===== config.mk =====
export PLATFORM = sky130hd
export DESIGN_NAME = i2c_req_arbiter
export DESIGN_NICKNAME = d
export VERILOG_FILES = /design/src/rtl/i2c_req_arbiter.sv
export SDC_FILE = /design/constraint.sdc
export NUM_CORES = 1
export LEC_CHECK = 0
export CAP_MARGIN = 10
export CORE_MARGIN = 2
export CORE_UTILIZATION = 48
export CTS_CLUSTER_SIZE = 10
export DETAILED_ROUTE_END_ITERATION = 10
export PLACE_DENSITY_LB_ADDON = 0.2
export SLEW_MARGIN = 20
export SYNTH_ARGS = -nofsm -noshare
export SYNTH_HDL_FRONTEND = slang
export SYNTH_SLANG_ARGS = --single-unit

===== constraint.sdc =====
create_clock -name sys_clk -period 6.91 [get_ports sys_clk]
set_input_delay 2.073 -clock sys_clk [delete_from_list [all_inputs] [get_ports sys_clk]]
set_output_delay 2.073 -clock sys_clk [all_outputs]
set_load 0.02 [all_outputs]

===== src/rtl/i2c_req_arbiter.sv =====
// Two-client round-robin front end for the i2c_ctrl EEPROM master (sys_clk domain).
// Optional post-write tWR idle state is enabled with `define I2C_WR_WAIT_EN.
//
// state  | meaning
// IDLE   | waiting for a request; grants and acks in the same cycle
// START  | i2c_start held for START_HOLD cycles, timeout counter running
// BUSY   | waiting for the i2c_end rising edge or timeout
// WRWAIT | post-write EEPROM tWR idle (only with I2C_WR_WAIT_EN)
`timescale 1ns/1ps
module i2c_req_arbiter #(
  parameter int   START_HOLD = 50,
  parameter int   TIMEOUT    = 200000,
  parameter int   WR_WAIT    = 250000,
  parameter logic ADDR_NUM   = 1'b1
) (
  input  logic        sys_clk,
  input  logic        sys_rst_n,
  input  logic        req_a,
  input  logic        wr_a,
  input  logic [15:0] addr_a,
  input  logic [7:0]  wdata_a,
  output logic        ack_a,
  output logic        done_a,
  input  logic        req_b,
  input  logic        wr_b,
  input  logic [15:0] addr_b,
  input  logic [7:0]  wdata_b,
  output logic        ack_b,
  output logic        done_b,
  output logic [7:0]  rdata,
  output logic        err,
  output logic        busy,
  output logic        wr_en,
  output logic        rd_en,
  output logic        i2c_start,
  output logic        addr_num,
  output logic [15:0] byte_addr,
  output logic [7:0]  i2c_write_data,
  input  logic        i2c_end,
  input  logic [7:0]  i2c_read_data
);

  localparam int CNT_MAX =
    (TIMEOUT > WR_WAIT) ? ((TIMEOUT > START_HOLD) ? TIMEOUT : START_HOLD)
                        : ((WR_WAIT > START_HOLD) ? WR_WAIT : START_HOLD);
  localparam int CW = $clog2(CNT_MAX + 1);

`ifdef I2C_WR_WAIT_EN
  typedef enum logic [1:0] {IDLE, START, BUSY, WRWAIT} state_t;
`else
  typedef enum logic [1:0] {IDLE, START, BUSY} state_t;
`endif

  state_t        state_q, state_d;
  logic [CW-1:0] cnt_q, cnt_d;
  logic          last_b_q;
  logic          gnt_b_q;
  logic          wr_q;
  logic          i2c_end_q;
  logic [7:0]    rdata_q;
  logic          err_q;

  logic end_rise, idle, in_xfer;
  logic grant_a, grant_b, take_a, take_b, take;
  logic fin_ok, fin_to, fin;
  logic hold_done;

  assign end_rise = i2c_end & ~i2c_end_q;
  assign idle     = (state_q == IDLE);
  assign in_xfer  = (state_q == START) || (state_q == BUSY);

  // Tie goes to the client that was not granted last
  assign grant_a = req_a & (~req_b | last_b_q);
  assign grant_b = req_b & (~req_a | ~last_b_q);
  assign take_a  = idle & grant_a & sys_rst_n;
  assign take_b  = idle & grant_b & sys_rst_n;
  assign take    = take_a | take_b;

  assign fin_ok    = in_xfer & end_rise;
  assign fin_to    = in_xfer & ~end_rise & (cnt_q == CW'(TIMEOUT - 1));
  assign fin       = fin_ok | fin_to;
  assign hold_done = (state_q == START) && (cnt_q == CW'(START_HOLD - 1));

  assign ack_a    = take_a;
  assign ack_b    = take_b;
  assign done_a   = fin & ~gnt_b_q;
  assign done_b   = fin & gnt_b_q;
  // Status is valid in the done cycle itself, then held from the registers
  assign err      = fin ? fin_to : err_q;
  assign rdata    = (fin_ok & ~wr_q) ? i2c_read_data : rdata_q;
  assign busy     = ~idle;
  assign addr_num = ADDR_NUM;

  always_comb begin
    state_d = state_q;
    cnt_d   = cnt_q + CW'(1);
    case (state_q)
      IDLE: begin
        cnt_d = '0;
        if (take) state_d = START;
      end
      START, BUSY: begin
        if (fin) begin
          cnt_d   = '0;
          state_d = IDLE;
`ifdef I2C_WR_WAIT_EN
          if (fin_ok && wr_q) state_d = WRWAIT;
`endif
        end else if (hold_done) begin
          // timeout counter keeps running across START -> BUSY
          state_d = BUSY;
        end
      end
`ifdef I2C_WR_WAIT_EN
      WRWAIT: begin
        if (cnt_q == CW'(WR_WAIT - 1)) begin
          cnt_d   = '0;
          state_d = IDLE;
        end
      end
`endif
      default: begin
        cnt_d   = '0;
        state_d = IDLE;
      end
    endcase
  end

  always_ff @(posedge sys_clk or negedge sys_rst_n) begin
    if (!sys_rst_n) begin
      state_q        <= IDLE;
      cnt_q          <= '0;
      last_b_q       <= 1'b1;
      gnt_b_q        <= 1'b0;
      wr_q           <= 1'b0;
      i2c_end_q      <= 1'b0;
      rdata_q        <= '0;
      err_q          <= 1'b0;
      wr_en          <= 1'b0;
      rd_en          <= 1'b0;
      i2c_start      <= 1'b0;
      byte_addr      <= '0;
      i2c_write_data <= '0;
    end else begin
      state_q   <= state_d;
      cnt_q     <= cnt_d;
      i2c_end_q <= i2c_end;
      if (take) begin
        gnt_b_q        <= take_b;
        last_b_q       <= take_b;
        wr_q           <= take_b ? wr_b : wr_a;
        wr_en          <= take_b ? wr_b : wr_a;
        rd_en          <= take_b ? ~wr_b : ~wr_a;
        byte_addr      <= take_b ? addr_b : addr_a;
        i2c_write_data <= take_b ? wdata_b : wdata_a;
        i2c_start      <= 1'b1;
      end else if (fin) begin
        wr_en     <= 1'b0;
        rd_en     <= 1'b0;
        i2c_start <= 1'b0;
        err_q     <= fin_to;
        if (fin_ok && !wr_q) rdata_q <= i2c_read_data;
      end else if (hold_done) begin
        i2c_start <= 1'b0;
      end
    end
  end

endmodule

==> out/qor.yml <==
detailed_routing:
  dr.first_iter.drc_count: 123
  drc: 0
  avgRoutedWirePerCell_um: 13.97
  ant_nets: 0
  routed-wl-met3_um: 564
  maxUsedRoutingLayer: "met4"
  first_pass_iters: 5
  via_count: 2526
  m1WireLength_um: 2968
  totalWireLength_um: 6819
  vias_per_cell: 5.176
  route.met2.wl_um: 3237
min_path:
  min_to: "last_b_q"
  hp-class: "reg2reg"
  worstHoldStart: "last_b_q"
  min_delay_path_depth: 2
timing:
  setup_viol: 0
  slew_headroom_pct: 50.35
  rsz0062_at_grt: "false"
  min_period_ps: 6201
  tightest_slew_ps: 744.8
  timing.final.crit_share_pct: 89.75
  finClkSkew_ps: 7.359
  clock.fmax_mhz: 161.3
  fin_tns_setup_ps: 0
  maxSlewViolCount: 0
  hold_violations: 0
clock_tree:
  cts_tree: "done"
  clk_pin_slew_worst_paths_ps: 60
  cts_resized: 0
  clockBufferDepth: 2
  holdBufCountCts: 0
  cts_setup_buffers: 0
  clock-sinks: 60
  cts_buffers: 9
  clockRootBuffer: "clkbuf_8"
  htreeDepth: 3
  clk_latency_ps: 330
global_route:
  grt_pass1_vias: 2347
  grt_util_all_layers_pct: 21.00
  grt_overflow: 0
  grt_pass1_wl_um: 10610
  grt_max_degree: 63
  antenna_found_initial: 0
final_layout:
  drive_above_1_share_pct: 10.41
  n_fill_cell: 475
  nNetsFinal: 477
  layout_commonest_cell: "clkdlybuf4s50_1"
  final_cell_mix: "clkdlybuf4s50_1 (102), nand2_1 (64), dfrtp_1 (59)"
  diodes: 0
  area_growth_pct: 43.98
  utilization_pct: 71.19
yosys:
  netlist-cell-type-count: 42
  ys.flop_type: "dfrtp_1"
  ys_top_cells_by_area: "dfrtp_1 (51%), nand2_1 (8.3%), mux2_2 (6.2%), nor2_1 (6.2%), a31oi_1 (5.8%)"
  synth_fp_nets: 373
  synth_edf_count: 0
  ys_async_sr_fraction_pct: 100.0
  synth_top_area_cell: "dfrtp_1"
  synth_top_area_share_pct: 50.73
  synth-warning-count: 0
  syn_area_um2: 2910
  ys_seq_area_share_pct: 51.63
  avgSynthCellArea_um2: 9.573
  ys_ff_latch: 60
  syn_inst: 304
placement:
  dpl.hpwl_um: 4774
  io_buffers: 103
  gp_congestion: 0.8559
floorplanning:
  die_x_um: 81.87
  start_util_pct: 49.45
  core_area_um2: 5886
  die_y_um: 81.87
  num_io_pins: 105
  num_rows: 28
  die_area_um2: 6702
worst_setup_path:
  crit_type: "in2out"
  startpoint_type: "input port"
  r2r_setup_slack_ps: 4320
  reg2regPathDepth: 6
  crit_fanout: 9
  critPathCaptureType: "primary output"
  reg2reg_from: "cnt_q[0]"
  cp.required_ps: 4840
  arrival_ps: 4130
  rr_endpoint: "state_q[0]"
pwr:
  peakVddDrop_uv: 238.6
  power_density_nw_per_um2: 374.4
  p_leak_nw: 1.812
  p_total_mw: 1.569
job:
  max_cap_violations: 0
status:
  status: "finished, final reports clean"
-- synth_stat cells (all sizes together), types with 2 or more instances --
cell type  instances
nand2             64
dfrtp             59
nor2              49
a31oi             27
mux2              17
xor2              10
clkbuf             9
nand4              8
inv                7
nand3              7
ha                 6
xnor2              6
and3               4
buf                4
a21oi              2
nand2b             2
nand3b             2
nor3               2
nor4               2
o21ai              2
-- sequential cells by signal, summed over array words and instances (netlist names) --
register,flops
last_b_q,1
rd_en,1
state_q,2
gnt_b_q,1
err_q,1
byte_addr,16
cnt_q,18
wr_q,1
wr_en,1
i2c_start,1
i2c_write_data,8
i2c_end_q,1
rdata_q,8
-- metal layers --
metal	track usage (%)	vias to the layer above
li1	-	1245
met5	0	-
met4	6.667	0
met1	25.32	1189
met2	33.50	88
met3	9.670	4
-- logic make-up (layout without fill, tap and decap cells) --
kind of cell	count (synthesis)	after routing	synth area share, %
and+or+nand+nor	144	144	21.93
xor gates and xnor gates	16	16	4.815
buffers and inverters	21	130	3.095
AOI/OAI and AO/OA	38	38	8.771
DFF	60	60	51.63
other	1	1	0.1289
adders and majority gates	6	6	2.579
muxes	18	18	7.050
-- metrics by stage --
step	cell area, um^2	worst slack, ps	cells	hold slack [ps]
after floorplan	2910	1822	304	443.5
after global placement	3993	743.6	472	453.1
after detailed placement	3993	724.3	472	466.7
after CTS	4190	719.8	488	478.4
after global routing	4190	571.7	488	487.1
final	4190	708.6	488	476.5
-- final cells by class --
class	instances	area, um^2	share of cell area [%]
sequential	60	1503	35.86
multi-input combinational	223	1318	31.44
timing repair buffer	106	1049	25.02
clock buffer	14	162.7	3.882
tap	75	93.84	2.239
clock inverter	2	35.03	0.8361
inverter	8	30.03	0.7166
-- where the power goes --
part | switching [mW] | internal [mW] | leakage (nW)
logic | 0.354 | 0.351 | 0.965
clock network | 0.128 | 0.186 | 0.101
registers | 0.0728 | 0.478 | 0.747
total | 0.554 | 1.01 | 1.81
-- how the worst max path moves through the flow --
| stage | startpoint | end | slack [ps] | cells after the start |
|---|---|---|---|---|
| final | i2c_end | rdata[0] | 710 | 5 |
| after global routing | i2c_end | done_b | 570 | 5 |
| after floorplan | i2c_end | done_b | 1820 | 3 |
| after global placement | req_b | ack_a | 740 | 5 |
| after detailed placement | i2c_end | rdata[0] | 720 | 5 |
| after CTS | i2c_end | rdata[0] | 720 | 5 |
-- critical path, cell delays in order --
cell             delay (ps)
clkdlybuf4s50_1         530
nand3b_1                180
nor2_2                  410
mux2_2                  400
clkdlybuf4s50_1         540
Note: power is estimated with default switching activity, not from simulation.
